[src/rtl/fetch_unit_if.sv]
// Fetch unit bus bundle: sequencing controls, external PC load, memory read port and register views.
// The slave side is the fetch unit; the master side is the control unit plus memory.
interface fetch_unit_if #(
   parameter int unsigned WIDTH = 16
);
   logic             Run;
   logic             Continue;
   logic             Step_Mode;
   logic             LD_PC_EXT;
   logic [WIDTH-1:0] PC_EXT;
   logic [WIDTH-1:0] MEM_RDATA;
   logic             MEM_READY;
   logic             MEM_REQ;
   logic [WIDTH-1:0] MEM_ADDR;
   logic [WIDTH-1:0] PC;
   logic [WIDTH-1:0] MAR;
   logic [WIDTH-1:0] MDR;
   logic [WIDTH-1:0] IR;
   logic             IR_VALID;
   logic             BUSY;

   modport master (
      output Run, Continue, Step_Mode, LD_PC_EXT, PC_EXT, MEM_RDATA, MEM_READY,
      input  MEM_REQ, MEM_ADDR, PC, MAR, MDR, IR, IR_VALID, BUSY
   );

   modport slave (
      input  Run, Continue, Step_Mode, LD_PC_EXT, PC_EXT, MEM_RDATA, MEM_READY,
      output MEM_REQ, MEM_ADDR, PC, MAR, MDR, IR, IR_VALID, BUSY
   );
endinterface

[src/rtl/fetch_unit.sv]
// Instruction-fetch datapath (PC/MAR/MDR/IR) with a FETCH1/2/3 sequencer,
// configurable PC stride, external PC load and single-step pause/continue.
module fetch_unit #(
   parameter int unsigned      WIDTH    = 16,
   parameter logic [WIDTH-1:0] PC_RESET = '0,
   parameter logic [WIDTH-1:0] PC_INC   = WIDTH'(1)
) (
   input logic         Clk,
   input logic         Reset,
   fetch_unit_if.slave bus
);

   typedef enum logic [2:0] {
      IDLE   = 3'd0,
      FETCH1 = 3'd1,
      FETCH2 = 3'd2,
      FETCH3 = 3'd3,
      PAUSE  = 3'd4
   } state_t;

   state_t           state_q;
   state_t           state_d;
   logic [WIDTH-1:0] pc_q;
   logic [WIDTH-1:0] mar_q;
   logic [WIDTH-1:0] mdr_q;
   logic [WIDTH-1:0] ir_q;
   logic             ir_valid_q;
   logic             cont_q;
   logic             cont_rise;

   // A Continue already high when PAUSE is entered must not count as a resume.
   assign cont_rise = bus.Continue & ~cont_q;

   // State register
   always_ff @(posedge Clk) begin
      if (!Reset) state_q <= IDLE;
      else        state_q <= state_d;
   end

   // Next-state logic; Run=0 only takes effect at an instruction boundary
   always_comb begin
      state_d = state_q;
      case (state_q)
         IDLE:    if (bus.Run) state_d = FETCH1;
         FETCH1:  state_d = FETCH2;
         FETCH2:  if (bus.MEM_READY) state_d = FETCH3;
         FETCH3: begin
            if (!bus.Run)          state_d = IDLE;
            else if (bus.Step_Mode) state_d = PAUSE;
            else                    state_d = FETCH1;
         end
         PAUSE: begin
            if (!bus.Run)      state_d = IDLE;
            else if (cont_rise) state_d = FETCH1;
         end
         default: state_d = IDLE;
      endcase
   end

   // State-decoded outputs
   always_comb begin
      bus.MEM_REQ = 1'b0;
      bus.BUSY    = 1'b0;
      case (state_q)
         FETCH1:  bus.BUSY = 1'b1;
         FETCH2: begin
            bus.BUSY    = 1'b1;
            bus.MEM_REQ = 1'b1;
         end
         FETCH3:  bus.BUSY = 1'b1;
         default: ;
      endcase
   end

   // Datapath registers; an external PC load beats the FETCH1 increment
   always_ff @(posedge Clk) begin
      if (!Reset) begin
         pc_q       <= PC_RESET;
         mar_q      <= '0;
         mdr_q      <= '0;
         ir_q       <= '0;
         ir_valid_q <= 1'b0;
         cont_q     <= 1'b0;
      end else begin
         cont_q     <= bus.Continue;
         ir_valid_q <= (state_q == FETCH3);
         if (state_q == FETCH1) mar_q <= pc_q;
         if (bus.LD_PC_EXT)          pc_q <= bus.PC_EXT;
         else if (state_q == FETCH1) pc_q <= pc_q + PC_INC;
         if ((state_q == FETCH2) && bus.MEM_READY) mdr_q <= bus.MEM_RDATA;
         if (state_q == FETCH3) ir_q <= mdr_q;
      end
   end

   assign bus.PC       = pc_q;
   assign bus.MAR      = mar_q;
   assign bus.MEM_ADDR = mar_q;
   assign bus.MDR      = mdr_q;
   assign bus.IR       = ir_q;
   assign bus.IR_VALID = ir_valid_q;

endmodule

[src/flat_wrapper.sv]
// flat-port wrapper written by rule: the top's interface ports become plain ports
module fetch_unit_flat 
#(
   parameter int unsigned      WIDTH    = 16,
   parameter logic [WIDTH-1:0] PC_RESET = '0,
   parameter logic [WIDTH-1:0] PC_INC   = WIDTH'(1)
)
  (Clk, Reset, bus_Run, bus_Continue, bus_Step_Mode, bus_LD_PC_EXT, bus_PC_EXT, bus_MEM_RDATA, bus_MEM_READY, bus_MEM_REQ, bus_MEM_ADDR, bus_PC, bus_MAR, bus_MDR, bus_IR, bus_IR_VALID, bus_BUSY);
  fetch_unit_if #(.WIDTH(WIDTH)) bus_i ();
  input logic Clk;
  input logic Reset;
  input wire logic [$bits(bus_i.Run)-1:0] bus_Run;
  input wire logic [$bits(bus_i.Continue)-1:0] bus_Continue;
  input wire logic [$bits(bus_i.Step_Mode)-1:0] bus_Step_Mode;
  input wire logic [$bits(bus_i.LD_PC_EXT)-1:0] bus_LD_PC_EXT;
  input wire logic [$bits(bus_i.PC_EXT)-1:0] bus_PC_EXT;
  input wire logic [$bits(bus_i.MEM_RDATA)-1:0] bus_MEM_RDATA;
  input wire logic [$bits(bus_i.MEM_READY)-1:0] bus_MEM_READY;
  output wire logic [$bits(bus_i.MEM_REQ)-1:0] bus_MEM_REQ;
  output wire logic [$bits(bus_i.MEM_ADDR)-1:0] bus_MEM_ADDR;
  output wire logic [$bits(bus_i.PC)-1:0] bus_PC;
  output wire logic [$bits(bus_i.MAR)-1:0] bus_MAR;
  output wire logic [$bits(bus_i.MDR)-1:0] bus_MDR;
  output wire logic [$bits(bus_i.IR)-1:0] bus_IR;
  output wire logic [$bits(bus_i.IR_VALID)-1:0] bus_IR_VALID;
  output wire logic [$bits(bus_i.BUSY)-1:0] bus_BUSY;
  assign bus_i.Run = bus_Run;
  assign bus_i.Continue = bus_Continue;
  assign bus_i.Step_Mode = bus_Step_Mode;
  assign bus_i.LD_PC_EXT = bus_LD_PC_EXT;
  assign bus_i.PC_EXT = bus_PC_EXT;
  assign bus_i.MEM_RDATA = bus_MEM_RDATA;
  assign bus_i.MEM_READY = bus_MEM_READY;
  assign bus_MEM_REQ = bus_i.MEM_REQ;
  assign bus_MEM_ADDR = bus_i.MEM_ADDR;
  assign bus_PC = bus_i.PC;
  assign bus_MAR = bus_i.MAR;
  assign bus_MDR = bus_i.MDR;
  assign bus_IR = bus_i.IR;
  assign bus_IR_VALID = bus_i.IR_VALID;
  assign bus_BUSY = bus_i.BUSY;
  fetch_unit #(.WIDTH(WIDTH), .PC_RESET(PC_RESET), .PC_INC(PC_INC)) u_core (.Clk(Clk), .Reset(Reset), .bus(bus_i));
endmodule
[config.mk]
export PLATFORM = sky130hd
export DESIGN_NAME = fetch_unit_flat
export DESIGN_NICKNAME = d
export VERILOG_FILES = /design/src/rtl/fetch_unit_if.sv /design/src/rtl/fetch_unit.sv /design/src/flat_wrapper.sv
export SDC_FILE = /design/constraint.sdc
export NUM_CORES = 1
export LEC_CHECK = 0
export ABC_AREA = 1
export BUFFER_PORTS_ARGS = -buffer_cell sky130_fd_sc_hd__buf_2
export CORE_MARGIN = 1
export CORE_UTILIZATION = 50
export DETAILED_ROUTE_END_ITERATION = 7
export GPL_ROUTABILITY_DRIVEN = 0
export PLACE_DENSITY = 0.87
export SYNTH_ARGS = -nofsm -noshare
export SYNTH_HDL_FRONTEND = slang
export SYNTH_SLANG_ARGS = --single-unit
[constraint.sdc]
create_clock -name Clk -period 3.5 [get_ports Clk]
set_clock_uncertainty 0.05 [all_clocks]
set_input_delay 0.7 -clock Clk [delete_from_list [all_inputs] [get_ports Clk]]
set_output_delay 0.7 -clock Clk [all_outputs]
set_load 0.02 [all_outputs]
==> impl_metrics.yaml <==
worst_setup_path:
  cp_slowest_cell: "dfxtp_1"
  cp_num_buf_inv: 2
  crit_family: "buffers and inverters"
  cp_data_required_time_ns: 2.75
  slowest_delay_ns: 0.38
  reg2reg_slack_ns: 1.56
  critPathMaxFanout: 14
  start_kind: "flip-flop"
  crit_path_end_kind: "output port"
  critPathArrivalTime_ns: 1.39
  crit_chain: "nor2_1 -> nand2_1 -> inv_2 -> buf_2"
  criticalPathCategory: "reg2out"
placed_design:
  post-place-ws_ns: 1.04
  portBuffers: 121
  detailed_place_hpwl_um: 5790
floorplanning:
  io_pins: 122
  die_area_um2: 6590
  core-area_um2: 5990
  die_y_um: 81.2
  rows: 28
  die_x_um: 81.2
  start_util: 0.523
drt:
  wl_per_cell_um: 13.8
  drtAntennaViolNets: 0
  drtPass1Iterations: 5
  vias_per_cell: 5.30
  routed_wl_um: 8180
  drc_errors: 0
  route.vias.total: 3137
  drt_iter0_markers: 198
synth:
  ys_seq_area_frac: 0.441
  synthDistinctLibCells: 31
  synth.ff_latch_count: 69
  synth-simple-area-share: 0.220
  synthCells: 415
  avgSynthCellArea_um2: 7.55
  synth_compound_area_frac: 0.184
  ys_warn_count: 0
  syn_nets: 455
  synth_top_family_by_area: "simple AND/OR/NAND/NOR gates"
  synth_top_area_cell: "dfxtp_1"
  synth_area_um2: 3130
  synth.area.top_cells: "dfxtp_1 44%, nand2_1 8.3%, a21oi_1 7.0%"
  synth.area.mux_share: 0
  synth_top_area_share: 0.441
  synthAdderAreaFrac: 0.00399
  synthXorXnorAreaFrac: 0.0196
clock_network:
  cts_buffers: 9
  cts-htree-levels: 3
  clkTransAtPathRegs_ns: 0.08
  cts_root_buf: "clkbuf_8"
  cts_buffer_depth: 2
  clkSinkCount: 69
  clk_latency_ns: 0.35
  cts-hold-fix-buffers: 0
  cts-resized-gates: 0
  cts_tree: "yes"
  post-cts-setup-buffers: 0
layout:
  num_antenna_cells: 0
  fin_util: 0.637
  layout-drive-gt1-share: 0.331
  final_nets: 552
  area_delta_synth_final_pct: 21.8
pwr:
  leakage_nw: 1.84
  ir_drop_v: 0.000299
  p_per_area_nw_per_um2: 526
timing:
  finalWorstSetupSlack_ns: 1.36
  finalCritPeriodShare: 0.612
  min_period_ns: 2.14
  setup_viol: 0
  relSlewSlack: 0.425
  timing.fmax_ghz: 0.467
  rsz0062_at_grt: "no"
  tns_ns: 0
  hold_violations: 0
  tightest_slew_ns: 0.861
  finalMaxSlewViolations: 0
grt:
  grt_pass1_wl_um: 12400
  gr-usage-all-layers: 0.249
  grt_max_degree: 37
  antenna_found_initial: 0
  grt_pass1_vias: 2662
  grt-ovfl-total: 0
run_status:
  status: "finished, final reports clean"
hold_path:
  hold_class: "reg2reg"
run:
  maxCapViolCount: 0
-- Yosys cell counts --
cell type / instances
nand2_2: 3
nand3_4: 1
inv_1: 33
buf_4: 22
nand3_1: 30
xor2_1: 7
nand2_8: 1
nand4_1: 2
clkinv_2: 1
nor2_4: 1
buf_6: 2
a31oi_1: 3
clkbuf_1: 7
buf_2: 2
buf_12: 1
nand3b_1: 1
o21ai_2: 7
inv_2: 7
nand2_1: 69
o22ai_1: 1
ha_1: 1
nor2_1: 43
nor2_2: 5
a21oi_1: 44
clkinv_1: 1
dfxtp_1: 69
o21ai_0: 40
o21ai_1: 2
buf_1: 1
clkbuf_2: 1
a21oi_2: 7
-- per-layer routing --
metal	global-route usage	vias up	part of all wire
met5	0	-	0
met4	0.0839	0	0.0093
met3	0.0596	10	0.070
met2	0.399	138	0.50
met1	0.325	1460	0.42
li1	-	1529	-
-- stage by stage --
stage | hold WS, ns | instance area (um2) | instances | power (mW)
after floorplan | 0.462 | 3130 | 415 | 1.18
after global placement | 0.401 | 3590 | 576 | 1.26
after detailed placement | 0.417 | 3590 | 576 | 1.27
after CTS | 0.425 | 3820 | 592 | 2.02
after global routing | 0.452 | 3820 | 592 | 2.08
final | 0.425 | 3820 | 592 | 2.01
-- path summary, 6_finish.rpt --
check,to,startpoint,cells after the start
min reg2reg,u_core.bus.IR[14],u_core.bus.MDR[14],2
min,u_core.bus.IR[14],u_core.bus.MDR[14],2
max,bus_MEM_REQ,u_core.state_q[2],4
max reg2reg,u_core.bus.IR[10],u_core.state_q[0],5
-- cell type report --
type                    count  area [um2]
clock inverters             7         106
flip-flops and latches     69        1380
clock buffers               9         124
inverters                  42         159
multi-input cells         268        1340
well taps                  75        93.8
repair buffers            122         613
fillers                   544        2170
-- layout by cell type (no fill, tap or decap), types with 2 or more instances in the layout --
cell type / instances
a21oi_1: 44
a21oi_2: 7
a31oi_1: 3
buf_2: 121
bufinv_16: 2
clkbuf_8: 9
clkinv_4: 2
dfxtp_1: 69
inv_1: 33
inv_2: 7
inv_6: 2
nand2_1: 69
nand2_2: 3
nand3_1: 30
nand4_1: 2
nor2_1: 43
nor2_2: 5
o21ai_0: 40
o21ai_1: 2
o21ai_2: 7
xor2_1: 7
-- where the power goes --
| group | switching (mW) | internal [mW] |
|---|---|---|
| clock network | 0.342 | 0.414 |
| registers | 0.0456 | 0.839 |
| logic | 0.251 | 0.117 |
-- state kept, by name (all words and copies together), names as in the netlist --
signal               count
u_core.bus.PC           16
u_core.bus.MAR          16
u_core.state_q           3
u_core.bus.IR           16
u_core.cont_q            1
u_core.bus.MDR          16
u_core.bus.IR_VALID      1
-- kinds of logic (layout without fill, tap and decap cells) --
family | Yosys count | in the layout
AOI/OAI and AO/OA | 104 | 104
xor gates and xnor gates | 7 | 7
adders and majority gates | 1 | 1
buffers and inverters | 78 | 180
DFF | 69 | 69
and+or+nand+nor | 156 | 156
-- worst register-to-register path, cell delays in order, from the launching register on --
cell and delay [ns]:
dfxtp_1 0.47, nand2_1 0.13, nor2_2 0.67, inv_2 0.28
nor2_1 0.17, nor2_1 0.06
Note: power is estimated with default switching activity, not from simulation.
